$ cat src/rtl/axis_route_stage.sv
// Ingress stage between a vFPGA user-logic stream and the inter-region AXI4-Stream switch.
// Latches the route once per packet, drops packets to disabled/invalid destinations, and skid-buffers the stream.
module axis_route_stage #(
  parameter int unsigned DATA_BITS = 512,
  parameter int unsigned PID_BITS  = 6,
  parameter int unsigned DEST_BITS = 2,
  parameter int unsigned N_DEST    = 2,
  parameter int unsigned CNT_BITS  = 32
) (
  input  logic                   aclk,
  input  logic                   areset,
  input  logic [7:0]             io_ctrl,
  input  logic                   s_axis_tvalid,
  output logic                   s_axis_tready,
  input  logic [DATA_BITS-1:0]   s_axis_tdata,
  input  logic [DATA_BITS/8-1:0] s_axis_tkeep,
  input  logic                   s_axis_tlast,
  input  logic [PID_BITS-1:0]    s_axis_tid,
  output logic                   m_axis_tvalid,
  input  logic                   m_axis_tready,
  output logic [DATA_BITS-1:0]   m_axis_tdata,
  output logic [DATA_BITS/8-1:0] m_axis_tkeep,
  output logic                   m_axis_tlast,
  output logic [PID_BITS-1:0]    m_axis_tid,
  output logic [DEST_BITS-1:0]   m_axis_tdest,
  output logic [CNT_BITS-1:0]    pkt_cnt,
  output logic [15:0]            drop_cnt,
  output logic                   busy
);

  typedef struct packed {
    logic [DATA_BITS-1:0]   data;
    logic [DATA_BITS/8-1:0] keep;
    logic                   last;
    logic [PID_BITS-1:0]    id;
    logic [DEST_BITS-1:0]   dest;
  } beat_t;

  typedef enum logic [1:0] {
    ST_IDLE,
    ST_FWD,
    ST_DROP
  } state_t;

  state_t               state_q;
  state_t               state_d;
  logic [DEST_BITS-1:0] route_q;
  logic [DEST_BITS-1:0] io_dest;
  logic [DEST_BITS-1:0] beat_dest;
  logic                 route_ok;
  logic                 accept;
  logic                 push;
  logic                 pop;
  logic                 drop_done;

  beat_t                in_beat;
  beat_t                main_q;
  beat_t                ovf_q;
  logic                 main_valid_q;
  logic                 ovf_valid_q;
  logic                 ovf_valid_d;
  logic                 rdy_q;

  logic [CNT_BITS-1:0]  pkt_cnt_q;
  logic [15:0]          drop_cnt_q;

  // io_ctrl bits between the dest field and the enable bit carry no meaning here
  logic                 ctrl_unused;
  assign ctrl_unused = &{1'b0, io_ctrl[6:DEST_BITS]};

  assign io_dest  = io_ctrl[DEST_BITS-1:0];
  assign route_ok = io_ctrl[7] && (32'(io_dest) < N_DEST);

  // Dropping never occupies the skid, so ST_DROP may always absorb beats
  assign s_axis_tready = rdy_q || (state_q == ST_DROP);
  assign accept        = s_axis_tvalid && s_axis_tready;
  assign pop           = main_valid_q && m_axis_tready;

  always_comb begin
    in_beat      = '0;
    in_beat.data = s_axis_tdata;
    in_beat.keep = s_axis_tkeep;
    in_beat.last = s_axis_tlast;
    in_beat.id   = s_axis_tid;
    in_beat.dest = beat_dest;
  end

  always_ff @(posedge aclk) begin
    if (areset) begin
      state_q <= ST_IDLE;
      route_q <= '0;
    end else begin
      state_q <= state_d;
      if (state_q == ST_IDLE && accept && route_ok) begin
        route_q <= io_dest;
      end
    end
  end

  // The route is sampled only on the first accepted beat of a packet
  always_comb begin
    state_d   = state_q;
    push      = 1'b0;
    drop_done = 1'b0;
    beat_dest = route_q;
    case (state_q)
      ST_IDLE: begin
        if (accept) begin
          if (route_ok) begin
            push      = 1'b1;
            beat_dest = io_dest;
            if (!s_axis_tlast) begin
              state_d = ST_FWD;
            end
          end else if (s_axis_tlast) begin
            drop_done = 1'b1;
          end else begin
            state_d = ST_DROP;
          end
        end
      end
      ST_FWD: begin
        if (accept) begin
          push = 1'b1;
          if (s_axis_tlast) begin
            state_d = ST_IDLE;
          end
        end
      end
      ST_DROP: begin
        if (accept && s_axis_tlast) begin
          drop_done = 1'b1;
          state_d   = ST_IDLE;
        end
      end
      default: state_d = ST_IDLE;
    endcase
  end

  // Overflow entry fills only when a beat arrives while main is stalled
  assign ovf_valid_d = ovf_valid_q ? !pop : (push && main_valid_q && !pop);

  always_ff @(posedge aclk) begin
    if (areset) begin
      main_valid_q <= 1'b0;
      ovf_valid_q  <= 1'b0;
      main_q       <= '0;
      ovf_q        <= '0;
      rdy_q        <= 1'b0;
    end else begin
      rdy_q       <= !ovf_valid_d;
      ovf_valid_q <= ovf_valid_d;
      if (ovf_valid_q) begin
        if (pop) begin
          main_q <= ovf_q;
        end
      end else if (!main_valid_q || pop) begin
        main_valid_q <= push;
        if (push) begin
          main_q <= in_beat;
        end
      end else if (push) begin
        ovf_q <= in_beat;
      end
    end
  end

  always_ff @(posedge aclk) begin
    if (areset) begin
      pkt_cnt_q  <= '0;
      drop_cnt_q <= '0;
    end else begin
      if (pop && main_q.last) begin
        pkt_cnt_q <= pkt_cnt_q + CNT_BITS'(1);
      end
      if (drop_done && drop_cnt_q != 16'hFFFF) begin
        drop_cnt_q <= drop_cnt_q + 16'd1;
      end
    end
  end

  assign m_axis_tvalid = main_valid_q;
  assign m_axis_tdata  = main_q.data;
  assign m_axis_tkeep  = main_q.keep;
  assign m_axis_tlast  = main_q.last;
  assign m_axis_tid    = main_q.id;
  assign m_axis_tdest  = main_q.dest;
  assign pkt_cnt       = pkt_cnt_q;
  assign drop_cnt      = drop_cnt_q;
  assign busy          = (state_q != ST_IDLE);

endmodule

$ cat config.mk
export PLATFORM = sky130hd
export DESIGN_NAME = axis_route_stage
export DESIGN_NICKNAME = d
export VERILOG_FILES = /design/src/rtl/axis_route_stage.sv
export SDC_FILE = /design/constraint.sdc
export NUM_CORES = 2
export LEC_CHECK = 0
export ABC_CLOCK_PERIOD_IN_PS = 4250
export BUFFER_PORTS_ARGS = -buffer_cell sky130_fd_sc_hd__buf_2
export CELL_PAD_IN_SITES_DETAIL_PLACEMENT = 1
export CELL_PAD_IN_SITES_GLOBAL_PLACEMENT = 2
export CORE_AREA = 2 2 486 488
export DETAILED_ROUTE_END_ITERATION = 8
export DIE_AREA = 0 0 488 490
export GPL_TIMING_DRIVEN = 0
export PLACE_DENSITY_LB_ADDON = 0.1
export SYNTH_ARGS = -nofsm -noshare
export SYNTH_HDL_FRONTEND = slang
export SYNTH_SLANG_ARGS = --single-unit
$ cat constraint.sdc
create_clock -name aclk -period 4.25 [get_ports aclk]
set_input_delay 1.275 -clock aclk [delete_from_list [all_inputs] [get_ports aclk]]
set_output_delay 1.275 -clock aclk [all_outputs]
set_load 0.01 [all_outputs]
==> impl_metrics.env <==
export IMPL_run_status="complete, no violations"
export IMPL_ys_seq_area_share_pct=51.2
export IMPL_grt_max_degree=17
export IMPL_path_max_fanout=10
export IMPL_swShare_pct=25.9
export IMPL_final_cell_area_sq_um=63300
export IMPL_first_pass_iters=5
export IMPL_grt_ovfl_total=0
export IMPL_finalMaxSlewViolations=0
export IMPL_cts_root_buf="clkbuf_16"
export IMPL_async_flop_share_pct=0
export IMPL_cp_required_ns=4.85
export IMPL_grt_pass1_wl_mm=348
export IMPL_path_cells="clkbuf_1 > clkbuf_2 > clkbuf_1 > clkbuf_1 > nor2_1"
export IMPL_r2r_start="state_q[1]"
export IMPL_startpoint="areset"
export IMPL_gp_congestion=0.809
export IMPL_die_area_sq_um=239000
export IMPL_final_cell_mix="buf_2, dfxtp_1, nand2_1, nor2_1, a21oi_1"
export IMPL_avgSynthCellArea_sq_um=8.82
export IMPL_tightest_slew_ns=1.24
export IMPL_synth_edf_count=0
export IMPL_finalCriticalPeriod_ns=3.52
export IMPL_yosys_warnings=0
export IMPL_synthMuxAreaShare_pct=12.3
export IMPL_fin_crit_sh_pct=82.9
export IMPL_max_freq_mhz=284
export IMPL_cts_setup_buffers=0
export IMPL_row_count=178
export IMPL_hpwl_mm=192
export IMPL_finClkSkew_ns=0.0469
export IMPL_synthFlopType="dfxtp_1"
export IMPL_drive_above_1_share_pct=25.0
export IMPL_drt_antenna_violating_nets=0
export IMPL_seqPwrFrac_pct=43.0
export IMPL_rsz0062_at_grt="false"
export IMPL_clockPowerShare_pct=49.3
export IMPL_cts_max_path_buffers=3
export IMPL_die_y_microns=490
export IMPL_drc=0
export IMPL_cts_resized=0
export IMPL_synthDistinctLibCells=45
export IMPL_syn_nets=6030
export IMPL_power_density_nw_per_um2=438
export IMPL_nNetsFinal=7420
export IMPL_fp_dieW_microns=488
export IMPL_post_dp_cell_area_sq_um=58000
export IMPL_pwr_share_comb_pct=7.7
export IMPL_min_delay_start="ovf_q[188]"
export IMPL_track_usage_pct=20.1
export IMPL_min_to="ovf_q[188]"
export IMPL_viasPerCell=4.43
export IMPL_hold_path_class="reg -> reg"
export IMPL_avgRoutedWirePerCell_microns=24.5
export IMPL_syn2layout_area_growth_pct=32.2
export IMPL_max_stage_delay_ns=0.83
export IMPL_reg2reg_setup_slack_ns=1.28
export IMPL_worstPathArrival_ns=4.13
export IMPL_synth_xor_area_share_pct=0.713
export IMPL_cpMostUsedCell="clkbuf_1"
export IMPL_syn_area_sq_um=47900
export IMPL_synth_top_family_by_area="compound AO/OA/AOI/OAI gates"
export IMPL_hold_buffers=0
export IMPL_maxCapViolCount=0
export IMPL_p_int_w=0.0206
export IMPL_totalPowerFinal_w=0.0277
export IMPL_slew_headroom_pct=16.9
export IMPL_io_pins=1231
export IMPL_critical_path_slowest_cell="clkbuf_1"
export IMPL_vias=44939
export IMPL_cts_made_buffers=163
export IMPL_synthCells=5433
export IMPL_hold_viol=0
export IMPL_p_leak_nw=23.1
export IMPL_antenna_found_initial=214
export IMPL_synth_compound_area_share_pct=15.7
export IMPL_cts_htree_levels=4
export IMPL_layout_commonest_cell="buf_2"
export IMPL_r2r_end="ovf_q[161]"
export IMPL_port_buffers=1224
export IMPL_synth_seq_cells=1225
export IMPL_path_class="in -> reg"
export IMPL_cts_tree="done"
export IMPL_start_util_pct=20.5
export IMPL_worstHoldPathCells=2
export IMPL_fp_coreArea_sq_um=234000
export IMPL_drt_iter0_markers=1629
export IMPL_synth_simple_area_share_pct=15.4
export IMPL_synthAdderAreaFrac_pct=0.0523
export IMPL_cp_end_kind="register"
export IMPL_power_switching_w=0.00718
export IMPL_ir_drop_v=0.000282
export IMPL_cts_sink_count=1225
export IMPL_rr_worst_depth=8
export IMPL_finalSetupViolCount=0
export IMPL_wl_mm=249
export IMPL_cp_start_kind="input pin"
export IMPL_grt_pass1_vias=45822
export IMPL_path_clk_slew_ns=0.06
export IMPL_insertion_delay_ns=0.80
==> cell families after synthesis <==
kind of cell,Yosys count
XOR/XNOR,39
adder cells (fa/ha/maj),2
AND/OR/NAND/NOR,1905
buffers and inverters,474
flip-flops,1225
AO/OA/AOI/OAI,1199
multiplexers,589
==> state kept, by name, summed over array words and instances, names as in the netlist <==
| register | count |
|---|---|
| rdy_q | 1 |
| m_axis_tid | 6 |
| ovf_q | 585 |
| m_axis_tdest | 2 |
| drop_cnt | 16 |
| m_axis_tvalid | 1 |
| m_axis_tkeep | 64 |
| m_axis_tlast | 1 |
| m_axis_tdata | 512 |
| ovf_valid_q | 1 |
| route_q | 2 |
| state_q | 2 |
| pkt_cnt | 32 |
==> per-layer routing <==
layer | routed length [microns] | GRT usage, %
met1 | 99600 | 22.9
met5 | 757 | 0
met3 | 20200 | 7.36
met2 | 118000 | 34.1
met4 | 10300 | 7.45
==> power by group through the flow <==
stage / clock (W) / combinational, W / sequential [W]
5_1_grt: 0.0147 / 0.00235 / 0.0120
3_5_place_dp: 0 / 0.00220 / 0.0122
6_report: 0.0137 / 0.00214 / 0.0119
3_3_place_gp: 0 / 0.00219 / 0.0122
4_1_cts: 0.0142 / 0.00220 / 0.0119
2_1_floorplan: 0 / 0.000812 / 0.0123
==> layout make-up <==
type                    count  area [sq um]
inverters                   8          30.0
plain buffers             466          2200
repair buffers           1225          6150
well taps                3150          3940
clock inverters            31           330
clock buffers             252          4870
diodes                     46           115
fillers                 27648        171000
multi-input cells        3734         21100
flip-flops and latches   1225         24500
==> how the worst max path moves through the flow <==
stage / endpoint
after global placement: m_axis_tvalid
after detailed placement: m_axis_tvalid
after CTS: rdy_q
final: rdy_q
after floorplan: ovf_q[524]
after global routing: rdy_q
==> worst max-delay path: cells and delay by family <==
| family | cells | cell delay [ns] |
|---|---|---|
| AND/OR/NAND/NOR | 1 | 0.12 |
| buffers and inverters | 4 | 2.70 |
==> cell usage after synthesis (all sizes together), types with 3 or more instances <==
cell type | n | share of area [%]
dfxtp | 1225 | 51
nand2 | 1183 | 9.3
nor2 | 641 | 5.0
a21oi | 593 | 6.2
a211oi | 588 | 9.2
mux2i | 586 | 12
buf | 266 | 2.9
clkbuf | 200 | 1.6
xor2 | 23 | 0.42
nand3 | 21 | 0.22
nand4 | 16 | 0.21
xnor2 | 16 | 0.29
and3 | 11 | 0.14
inv | 8 | 0.063
nor3 | 7 | 0.073
or3 | 5 | 0.065
a2111oi | 4 | 0.073
nor4 | 4 | 0.078
a21o | 3 | 0.047
mux2 | 3 | 0.071
nand2b | 3 | 0.039
nor2b | 3 | 0.039
o21ai | 3 | 0.031
==> per-stage QoR <==
stage / setup TNS [ns] / worst slack (ns) / utilization, % / hold slack, ns / instances
after floorplan: 0 / 1.56 / - / 0.420 / 5433
after global placement: -422.98 / -1.03 / 24.8 / 0.441 / 9807
final: 0 / 0.726 / 27.0 / 0.451 / 10137
after detailed placement: -5.97 / -0.450 / 24.8 / 0.447 / 9808
after CTS: 0 / 0.409 / 27.0 / 0.455 / 10091
after global routing: 0 / 0.500 / 27.0 / 0.466 / 10108
Note: power is estimated with default switching activity, not from simulation.
